File: src/rtl/mode_pkg.sv
// rtl/mode_pkg.sv - mode encodings and button indices shared by the mode sequencer
package mode_pkg;

  typedef enum logic [1:0] {
    MODE_RUN   = 2'd0,
    MODE_UART  = 2'd1,
    MODE_RST   = 2'd2,
    MODE_PAUSE = 2'd3
  } mode_t;

  localparam int BTN_PAUSE = 0;
  localparam int BTN_STEP  = 1;
  localparam int BTN_RST   = 2;
  localparam int BTN_UART  = 3;
  localparam int BTN_RUN   = 4;

endpackage

File: src/rtl/btn_debounce.sv
// rtl/btn_debounce.sv - synchronise and debounce one raw button, emit a one-cycle press pulse
module btn_debounce #(
  parameter int DEBOUNCE_CYCLES = 16
) (
  input  logic clk,
  input  logic rst,
  input  logic raw,
  output logic stable,
  output logic press
);

  localparam int CW = $clog2(DEBOUNCE_CYCLES + 1);

  logic          sync1_q, sync1_d;
  logic          sync2_q, sync2_d;
  logic          stable_q, stable_d;
  logic          press_q, press_d;
  logic [CW-1:0] cnt_q, cnt_d;

  // The flip lands on the edge where the counter would reach DEBOUNCE_CYCLES.
  always_comb begin
    sync1_d  = raw;
    sync2_d  = sync1_q;
    cnt_d    = '0;
    stable_d = stable_q;
    press_d  = 1'b0;
    if (sync2_q != stable_q) begin
      if (cnt_q == CW'(DEBOUNCE_CYCLES - 1)) begin
        stable_d = sync2_q;
        press_d  = sync2_q;
      end else begin
        cnt_d = cnt_q + 1'b1;
      end
    end
  end

  always_ff @(posedge clk) begin
    if (rst) begin
      sync1_q  <= 1'b0;
      sync2_q  <= 1'b0;
      cnt_q    <= '0;
      stable_q <= 1'b0;
      press_q  <= 1'b0;
    end else begin
      sync1_q  <= sync1_d;
      sync2_q  <= sync2_d;
      cnt_q    <= cnt_d;
      stable_q <= stable_d;
      press_q  <= press_d;
    end
  end

  assign stable = stable_q;
  assign press  = press_q;

endmodule

File: src/rtl/mode_controller.sv
// rtl/mode_controller.sv - button-driven mode FSM granting the CPU or the UART loader
// SINGLE_STEP_EN adds the PAUSE mode with b0 pause/resume and b1 single-step.
module mode_controller
  import mode_pkg::*;
#(
  parameter int DEBOUNCE_CYCLES = 16,
  parameter int CPU_RST_CYCLES  = 8
) (
  input  logic       clk,
  input  logic       rst,
  input  logic [4:0] buttons,
  input  logic       uart_busy,
  output logic [1:0] mode,
  output logic       cpu_en,
  output logic       cpu_rst,
  output logic       uart_en,
  output logic       mode_changed
);

  localparam int RCW = $clog2(CPU_RST_CYCLES + 1);

  logic [4:0] press;
  logic [4:0] btn_stable_unused;

`ifdef SINGLE_STEP_EN
  localparam int FIRST_BTN = BTN_PAUSE;
`else
  localparam int FIRST_BTN = BTN_RST;
  logic btn_raw_unused;
  assign press[1:0]             = '0;
  assign btn_stable_unused[1:0] = '0;
  assign btn_raw_unused         = ^buttons[1:0];
`endif

  for (genvar i = FIRST_BTN; i < 5; i++) begin : g_btn
    btn_debounce #(.DEBOUNCE_CYCLES(DEBOUNCE_CYCLES)) u_db (
      .clk    (clk),
      .rst    (rst),
      .raw    (buttons[i]),
      .stable (btn_stable_unused[i]),
      .press  (press[i])
    );
  end

  mode_t          mode_q, mode_d;
  logic [RCW-1:0] rst_cnt_q, rst_cnt_d;
  logic           pending_q, pending_d;
  logic           step_q, step_d;
  logic           mode_changed_q, mode_changed_d;
  logic           to_rst;

  // if/else chains encode the press priority b2 > b3 > b4 > b0 > b1.
  always_comb begin
    mode_d    = mode_q;
    rst_cnt_d = rst_cnt_q;
    pending_d = pending_q;
    step_d    = 1'b0;
    to_rst    = 1'b0;
    case (mode_q)
      MODE_RST: begin
        if (rst_cnt_q <= RCW'(1)) mode_d = MODE_RUN;
        else                      rst_cnt_d = rst_cnt_q - 1'b1;
      end
      MODE_RUN: begin
        if (press[BTN_RST])       to_rst = 1'b1;
        else if (press[BTN_UART]) mode_d = MODE_UART;
`ifdef SINGLE_STEP_EN
        else if (press[BTN_RUN])   mode_d = MODE_RUN;
        else if (press[BTN_PAUSE]) mode_d = MODE_PAUSE;
`endif
      end
      MODE_UART: begin
        // Leaving UART always goes through RST so the new program boots cleanly.
        if (press[BTN_RST])                to_rst = 1'b1;
        else if (pending_q && !uart_busy)  to_rst = 1'b1;
        else if (press[BTN_RUN])           pending_d = 1'b1;
      end
`ifdef SINGLE_STEP_EN
      MODE_PAUSE: begin
        if (press[BTN_RST])                   to_rst = 1'b1;
        else if (press[BTN_UART])             mode_d = MODE_UART;
        else if (press[BTN_RUN])              mode_d = MODE_PAUSE;
        else if (press[BTN_PAUSE])            mode_d = MODE_RUN;
        else if (press[BTN_STEP] && !step_q)  step_d = 1'b1;
      end
`endif
      default: to_rst = 1'b1;
    endcase
    if (to_rst) begin
      mode_d    = MODE_RST;
      rst_cnt_d = RCW'(CPU_RST_CYCLES);
      pending_d = 1'b0;
    end
    mode_changed_d = (mode_d != mode_q);
  end

  always_ff @(posedge clk) begin
    if (rst) begin
      mode_q         <= MODE_RST;
      rst_cnt_q      <= RCW'(CPU_RST_CYCLES);
      pending_q      <= 1'b0;
      step_q         <= 1'b0;
      mode_changed_q <= 1'b0;
    end else begin
      mode_q         <= mode_d;
      rst_cnt_q      <= rst_cnt_d;
      pending_q      <= pending_d;
      step_q         <= step_d;
      mode_changed_q <= mode_changed_d;
    end
  end

  assign mode         = mode_q;
  assign cpu_en       = (mode_q == MODE_RUN) || step_q;
  assign cpu_rst      = (mode_q == MODE_RST);
  assign uart_en      = (mode_q == MODE_UART);
  assign mode_changed = mode_changed_q;

endmodule

File: config.mk
export PLATFORM = sky130hd
export DESIGN_NAME = mode_controller
export DESIGN_NICKNAME = d
export VERILOG_FILES = /design/src/rtl/mode_pkg.sv /design/src/rtl/btn_debounce.sv /design/src/rtl/mode_controller.sv
export SDC_FILE = /design/constraint.sdc
export NUM_CORES = 1
export LEC_CHECK = 0
export BUFFER_PORTS_ARGS = -buffer_cell sky130_fd_sc_hd__buf_2
export CAP_MARGIN = 20
export CORE_MARGIN = 2
export CORE_UTILIZATION = 50
export DETAILED_ROUTE_END_ITERATION = 10
export GPL_TIMING_DRIVEN = 0
export PLACE_DENSITY = 0.7
export SETUP_SLACK_MARGIN = 0.3
export SLEW_MARGIN = 15
export SYNTH_ARGS = -nofsm -noshare
export SYNTH_HDL_FRONTEND = slang
export SYNTH_SLANG_ARGS = --single-unit
File: constraint.sdc
create_clock -name clk -period 3.4 [get_ports clk]
set_clock_uncertainty 0.05 [all_clocks]
set_input_delay 0.17 -clock clk [delete_from_list [all_inputs] [get_ports clk]]
set_output_delay 0.17 -clock clk [all_outputs]
set_load 0.01 [all_outputs]
Yosys cells after proc, flatten, opt, wreduce, memory -nomap -nowiden
Index checks and enable logic that the tools add are counted.
{"block": "op_classes", "reduce_logical": 15, "order_cmp": 1, "multipliers": 0, "mux": 9, "div_mod_pow": 0, "eq_ne": 9, "add_sub_neg": 4, "n_bitwise": 9, "shifts": 0}
{"cell": "OR reduction 3 bit", "n": 6}
{"cell": "adder 5 x 1 -> 5 bit, second input constant", "n": 3}
{"cell": "equality test 5 x 4 -> 1 bit, second input constant", "n": 3}
{"cell": "NOT 1 bit", "n": 9}
{"cell": "2-to-1 mux 2 bit", "n": 4}
{"cell": "AND reduction 2 bit", "n": 4}
{"cell": "<= comparator 4 x 1 -> 1 bit, second input constant", "n": 1}
{"cell": "case mux 2 bit (2 select lines)", "n": 1}
{"cell": "AND reduction 4 bit", "n": 1}
{"cell": "subtractor 4 x 1 -> 4 bit, second input constant", "n": 1}
{"cell": "2-to-1 mux 1 bit", "n": 3}
{"cell": "inequality test 1 bit", "n": 3}
{"cell": "case mux 1 bit (3 select lines)", "n": 1}
{"cell": "equality test 2 x 1 -> 1 bit, second input constant", "n": 1}
{"cell": "equality test 2 bit, second input constant", "n": 1}
{"cell": "logical NOT 2 bit", "n": 1}
{"cell": "inequality test 2 bit", "n": 1}
{"cell": "OR reduction 2 bit", "n": 1}
{"cell": "logical AND 1 bit", "n": 1}
{"cell": "logical NOT 1 bit", "n": 1}
{"block": "word_totals", "ramBits": 0, "n_memories": 0, "latch_bits": 0, "regBits": 35, "rom_bits": 0, "word_cells": 66, "input_bits": 8, "output_inout_bits": 6}

Logic depth before layout (Yosys ltp)
Gate-level depths: netlist (run 1).
{"block": "logic_depth", "depth_word": 7, "mapped_depth": 6, "mapped_depth_nobuf": 6}

Modules after synthesis
A second synthesis (run 1) with hierarchy kept.
{"block": "unflattened", "cells_unflattened": 132, "hier_area_um2": 1337.5}
{"module": "btn_debounce", "instances": 3, "area_per_inst_um2": 319.1, "seq_area_each_um2": 180.2, "cells_each": 29}
{"module": "mode_controller", "instances": 1, "area_per_inst_um2": 380.4, "seq_area_each_um2": 160.2, "cells_each": 45}

Worst setup path before layout (run 1)
Ideal clock, no wire load.
{"block": "synth_timing", "path_type": "flip-flop to flip-flop", "from": "register g_btn[4].u_db.cnt_q[0]", "to": "register g_btn[4].u_db.cnt_q[2]", "setup_time_ns": 0.065, "synth_period_minus_slack_ns": 1.544, "t_arrival_ns": 1.430, "required_ns": 3.285, "n_path_buf": 0, "setup_slack_ns": 1.856, "stages_incl_launch_ff": 6, "path_cell_list": "dfxtp_1 ha_1 and3_1 ha_1 or3_1 nor2_1"}
{"block": "synth_via", "elab_chain_len": 2, "elab_cells_between_ends": 3, "cone_classes": "add/sub: 1; eq/ne: 1; reduce/logical: 1"}
{"item": "start: declaration", "line": "btn_debounce.sv:18", "source": "logic [CW-1:0] cnt_q, cnt_d;"}
{"item": "start signal: assignment", "line": "btn_debounce.sv:47", "source": "cnt_q <= cnt_d;"}
{"item": "parallel branches: the longest is 2 deep, another holds adder 5 x 1 -> 5 bit"}
Parallel ways; which one is timed is not known.
A chain may end at the register's enable or synchronous reset.

Worst setup path in the final report (run 1)
{"block": "layout_timing", "from": "register g_btn[3].u_db.cnt_q[0]", "to": "register g_btn[3].u_db.cnt_q[2]"}
{"block": "layout_via", "elab_chain_len": 2, "elab_cells_between_ends": 3, "cone_classes": "add/sub: 1; eq/ne: 1; reduce/logical: 1"}
{"item": "start: declaration", "line": "btn_debounce.sv:18"}
{"item": "start signal: assignment", "line": "btn_debounce.sv:47"}
{"item": "parallel branches: the longest is 2 deep, another holds adder 5 x 1 -> 5 bit"}
Parallel ways; which one is timed is not known.

==> out/results.ini, run 1 <==
[sta]
fin_crit_ns = 1.65
rsz0062_at_grt = false
fmax_mhz = 605
relSlewSlack_pct = 71.7
slew_viol_final = 0
tightest_slew_ns = 0.425
setup_violations = 0
finalSetupTns_ns = 0
hold_violations = 0
fin_crit_sh_pct = 48.6

[global_routing]
track_usage_pct = 14.3
overflow = 0
antenna_found_initial = 0
grt_max_degree = 11
grt_pass1_wl_mm = 3.39
grt_pass1_vias = 817

[worst_setup_path]
rr_worst_depth = 5
crit_arrival_ns = 1.87
cp_max_fo = 5
ff2ff_setup_slack_ns = 1.75
crit_type = reg2reg
r2r_start = g_btn[3].u_db.cnt_q[0]
critPathRequiredTime_ns = 3.61
crit_path_end_kind = flip-flop
start_kind = flip-flop
rr_endpoint = g_btn[3].u_db.cnt_q[2]

[yosys]
syn-cell-area_um2 = 1310
avgSynthCellArea_um2 = 10.1
synth_warnings = 0
syn_nets = 146
synth.area.top_cells = dfxtp_1, ha_1, nor2_1
synth_seq_area_share_pct = 53.3
synthCells = 130
synth_seq_cells = 35
synth_cell_types = 26
yosysTopAreaCellShare_pct = 53.3
synth_top_cell_by_area = dfxtp_1

[cells_and_area]
diodes = 0
final_common_cell = dfxtp_1
finalNetCount = 167
final_cell_mix = dfxtp_1, nor2_1, buf_2, inv_1, ha_1
drive_gt1_share_pct = 15.8
area_delta_synth_final_pct = 14.6
stdcell_count = 182

[run]
cap_violations = 0

[clocking]
cts.sinks = 35
clock_latency_ns = 0.33
tritoncts.num_buffers = 5
cts.reportedPaths.clkPinSlew_ns = 0.10
htreeDepth = 2
cts_tree = yes
root_buffer = clkbuf_4
cts_resized = 0
cts_buffer_depth = 2

[pwr]
ir_drop_uv = 436
p_per_area_nw_per_um2 = 598
p_leak_uw = 0.000624

[detailed_routing]
vias = 886
ant_nets = 0
wl_per_cell_um = 10.1
drtPass1Iterations = 4
route.detailed.drc = 0
via_per_inst = 4.87
drt-total-wl_mm = 1.84
first_iter_violations = 12

[outcome]
status = finished, final reports clean

[floorplan]
fp.dieW_um = 55.3
core_area_um2 = 2480
start_util_pct = 53.0
rows = 18
dieArea_um2 = 3050
num_io_pins = 14
die_y_um = 55.3

[placement]
placed_cells = 171
gp_congestion = 0.768
portBuffers = 11
dp_hpwl_mm = 1.32

[hold_path]
hp-start = rst
whs_endpoint = g_btn[3].u_db.press
hold_path_depth = 2
holdCritPathClass = in2reg

[state kept, by name, indices dropped and copies added (netlist names)]
name                cells
pending_q               1
g_btn.u_db.press        3
mode                    2
g_btn.u_db.stable       3
g_btn.u_db.cnt_q       15
rst_cnt_q               4
g_btn.u_db.sync2_q      3
g_btn.u_db.sync1_q      3
mode_changed            1
[worst max path at each step]
stage                        endpoint                    from  cells past startpoint
6_report       g_btn[3].u_db.cnt_q[2]  g_btn[3].u_db.cnt_q[0]                      5
3_3_place_gp   g_btn[3].u_db.cnt_q[3]  g_btn[3].u_db.cnt_q[0]                      5
4_1_cts        g_btn[3].u_db.cnt_q[2]  g_btn[3].u_db.cnt_q[0]                      5
3_5_place_dp   g_btn[3].u_db.cnt_q[2]  g_btn[3].u_db.cnt_q[0]                      5
2_1_floorplan  g_btn[4].u_db.cnt_q[2]  g_btn[4].u_db.cnt_q[0]                      5
5_1_grt        g_btn[3].u_db.cnt_q[0]  g_btn[3].u_db.cnt_q[0]                      5
[critical path, stage by stage, from the launching register on]
cell,delay [ns]
dfxtp_1,0.33
ha_1,0.22
and3_1,0.17
ha_1,0.23
or3_1,0.46
nor2_1,0.13
[synthesized netlist by cell type]
cell type / instances
nor4bb_1: 3
a21oi_2: 1
nand2_2: 1
dfxtp_1: 35
or3_1: 4
nand2_1: 2
a21oi_1: 3
clkbuf_1: 1
nand3_1: 3
and2b_2: 1
o31a_2: 1
nor2b_4: 1
a31oi_1: 1
or2_2: 1
nor3_1: 1
nor2b_1: 7
and3_1: 3
a311o_1: 1
inv_1: 10
a211oi_1: 2
xnor2_1: 7
nor2_1: 25
mux2i_1: 4
xor2_1: 3
o21ai_0: 1
ha_1: 8
[timing repair]
action,4_1_cts,5_1_grt
hold buffers,3,0
buffers inserted,0,0
endpoints found under the hold margin,3,0
endpoints found under the setup margin,0,0
[area by class of cell]
| cell class | count | area (um^2) |
|---|---|---|
| clock buffer | 8 | 68.8 |
| sequential | 35 | 701 |
| timing repair buffer | 14 | 85.1 |
| tap | 30 | 37.5 |
| multi-input combinational | 84 | 572 |
| buffer | 1 | 3.75 |
| fill | 218 | 972 |
| inverter | 10 | 37.5 |
[logic make-up (layout without fill, tap and decap cells)]
family	Yosys count	after routing	synth area share, %
AND/OR/NAND/NOR	52	52	20.9
buffers and inverters	11	33	3.14
multiplexers	4	4	3.05
adder cells (fa/ha/maj)	8	8	7.62
AO/OA/AOI/OAI	10	10	5.33
flip-flops	35	35	53.3
XOR/XNOR	10	10	6.67
[per-stage QoR]
| stage | area [um^2] | power (uW) | util [%] | setup WS (ns) | hold WS [ns] |
|---|---|---|---|---|---|
| 2_1_floorplan | 1310 | 615 | - | 1.86 | 0.198 |
| 3_3_place_gp | 1410 | 652 | 56.8 | 1.79 | 0.328 |
| 3_5_place_dp | 1410 | 660 | 56.8 | 1.77 | 0.334 |
| 4_1_cts | 1510 | 915 | 60.8 | 1.75 | 0.0525 |
| 5_1_grt | 1510 | 962 | 60.8 | 1.64 | 0.0659 |
| 6_report | 1510 | 900 | 60.8 | 1.75 | 0.0679 |
[layer usage]
layer  GRT usage (%)  routed length [um]  vias to the layer above
li1                -                   -                      470
met1            16.4                 862                      401
met2            22.6                 863                       11
met3            7.03                  82                        4
met4            6.27                  31                        0
met5               0                   0                        -
[report_power, final]
part           switching [uW]  internal (uW)
clock                     128            122
sequential               27.8            445
combinational            90.7           86.9
Power figures use the tool's default switching activity.
==> run 2: changes to the inputs <==
==> constraint.sdc (replaced) <==
create_clock -name clk -period 1.7 [get_ports clk]
set_clock_uncertainty 0.05 [all_clocks]
set_input_delay 0.085 -clock clk [delete_from_list [all_inputs] [get_ports clk]]
set_output_delay 0.085 -clock clk [all_outputs]
set_load 0.01 [all_outputs]
==> run 2 against run 1 <==
  * Final cell count increased by 6.0%
  * Count of clock-buffer cells in the layout down 1
  * Fmax rose by 16%
  * Worst hold slack gained 0.021 ns
  * Routed wire length increased by 25%
  * Via count grew 10%
  * Sequential cell count did not move
==> out/results.ini, run 2 (synthesis results as in run 1) <==
[sta]
fin_crit_sh_pct = 83.8  ; +35 points
holdWs_ns = 0.0889  ; +0.0210 ns
slew_viol_final = 0  ; unchanged
hold_violations = 0  ; unchanged
relSlewSlack_pct = 71.0  ; -0.69 points
setup_violations = 0  ; unchanged
fmax_mhz = 702  ; +16%
tightest_slew_ns = 0.435  ; +0.0103 ns
fin_crit_ns = 1.43  ; -0.228 ns
finalSetupTns_ns = 0  ; unchanged
rsz0062_at_grt = true

[global_routing]
grt_pass1_vias = 986  ; +21%
use_met3_pct = 5.15  ; -1.9 points
met1_usage_pct = 18.2  ; +1.8 points
overflow = 0  ; unchanged
antenna_found_initial = 0  ; unchanged
top_usage_layer = met2
grt_max_degree = 11  ; unchanged
grt_pass1_wl_mm = 4.06  ; +20%
track_usage_pct = 17.6  ; +3.3 points
use_met2_pct = 30.4  ; +7.8 points

[pwr]
intPower_uw = 1360  ; +110%
seqPwrFrac_pct = 50.1  ; -2.4 points
p_leak_uw = 0.000679  ; +8.7%
clock_power_share_pct = 21.4  ; -6.4 points
power_frac_comb_pct = 28.5  ; +8.8 points
ir_drop_uv = 842  ; +93%
p_per_area_nw_per_um2 = 1100  ; +83%
switchingPower_uw = 588  ; +140%
swShare_pct = 30.2  ; +2.8 points

[hold_path]
whs_endpoint = mode_changed
hold_path_depth = 4  ; +2
holdCritPathClass = in2reg
hp-start = uart_busy

[floorplan]
num_io_pins = 14  ; unchanged
dieArea_um2 = 3050  ; unchanged
fp.dieW_um = 55.3  ; unchanged
start_util_pct = 53.0  ; unchanged
rows = 18  ; unchanged
die_y_um = 55.3  ; unchanged
core_area_um2 = 2480  ; unchanged

[worst_setup_path]
crit_arrival_ns = 1.65  ; -0.22 ns
cp-startpoint = g_btn[2].u_db.cnt_q[1]
rr_endpoint = g_btn[2].u_db.cnt_q[0]
start_kind = flip-flop
crit_path_end_kind = flip-flop
crit_type = reg2reg
r2r_start = g_btn[2].u_db.cnt_q[1]
critPathRequiredTime_ns = 1.92  ; -1.69 ns
cp_max_fo = 5  ; unchanged
ff2ff_setup_slack_ns = 0.27  ; -1.47 ns
rr_worst_depth = 5  ; unchanged

[cells_and_area]
largest_reg_flops = 15  ; unchanged
fin_area_um2 = 1780  ; +18%
final_cell_mix = dfxtp_1, nor2_1, buf_2, buf_4
top_regs = g_btn.u_db.cnt_q (15), rst_cnt_q (4)
max_flop_register = g_btn.u_db.cnt_q
final_common_cell = dfxtp_1
drive_gt1_share_pct = 42.3  ; +27 points
fill_cells = 201  ; -7.8%
finalNetCount = 178  ; +6.6%
diodes = 0  ; unchanged
seqCellArea_um2 = 714  ; +2.0%
multi_input_area_um2 = 759  ; +33%
area_delta_synth_final_pct = 35.1

[detailed_routing]
route.detailed.drc = 0  ; unchanged
drtPass1Iterations = 3  ; -1
via_per_inst = 5.06  ; +3.9%
ant_nets = 0  ; unchanged
drt-total-wl_mm = 2.30  ; +25%
wl_per_cell_um = 11.9  ; +18%
vias = 976  ; +10%
first_iter_violations = 21  ; +9

[clocking]
cts_tree = yes
clock_latency_ns = 0.33  ; about the same
root_buffer = clkbuf_4
htreeDepth = 2  ; unchanged
tritoncts.num_buffers = 5  ; unchanged
cts.sinks = 35  ; unchanged
cts_buffer_depth = 2  ; unchanged
cts.reportedPaths.clkPinSlew_ns = 0.10  ; about the same

[placement]
gp_congestion = 0.709  ; -7.6%
portBuffers = 11  ; unchanged
place_area_um2 = 1450  ; +3.2%
dp_hpwl_mm = 1.50  ; +14%

[run]
cap_violations = 0  ; unchanged

[outcome]
status = finished, final reports clean

## run 2: cell types whose count changed in the layout (fill, tap and decap cells not counted), moves of 3 or more
cell	change
or3_1	-3
buf_4	+10
or3_4	+3
dfxtp_1	-9
and3_1	-3
dfxtp_2	+8
ha_4	+8
nor2_2	+6
nor2_4	+3
ha_1	-8
nor2_1	-9
and3_4	+3
## run 2: worst max-delay path, stage by stage, from the launching register on
cell and delay [ns]:
dfxtp_2 0.35, ha_4 0.16, and3_4 0.18, ha_4 0.15, or3_4 0.37, nor2_2 0.10
## run 2: power by group through the flow
stage               registers (uW)  logic [uW]  clock network (uW)
floorplan                      963         269                   0
global placement               962         345                   0
detailed placement             969         362                   0
CTS                            961         520                 439
global route                   989         623                 471
finish                         976         554                 417
## run 2: how the worst max path moves through the flow
stage,end,slack [ns],cells after the start
floorplan,g_btn[4].u_db.cnt_q[0],0.31,5
global placement,g_btn[4].u_db.cnt_q[3],0.26,5
detailed placement,g_btn[4].u_db.cnt_q[3],0.19,5
CTS,g_btn[4].u_db.cnt_q[2],0.27,5
global route,g_btn[4].u_db.cnt_q[2],0.23,5
finish,g_btn[2].u_db.cnt_q[0],0.27,5
## run 2: metal layers
layer,up-vias,share of wire (%)
met5,-,0
met4,0,3.5
met3,8,3.8
met2,18,54
met1,461,39
li1,489,-
## run 2: per-stage QoR
stage	setup slack, ns	std cells	total power (uW)	utilization [%]
detailed placement	0.194	171	1330	58.6
finish	0.275	193	1950	71.7
global route	0.227	193	2080	71.7
CTS	0.266	193	1920	70.3
global placement	0.256	171	1310	58.6
floorplan	0.306	130	1230	-
## run 2: what timing repair did
item	CTS	global route
setup endpoints to repair	18	19
setup buffers	10	0
hold buffers	4	0
hold endpoints to repair	6	0
pin swaps	14	1
resized for setup	30	10
## run 2: area by class of cell
cell class,count,area share [%]
multi-input combinational,84,42.8
inverter,10,2.26
timing repair buffer,25,9.58
tap,30,2.11
clock inverter,1,0.282
clock buffer,7,2.54
sequential,35,40.2
buffer,1,0.211
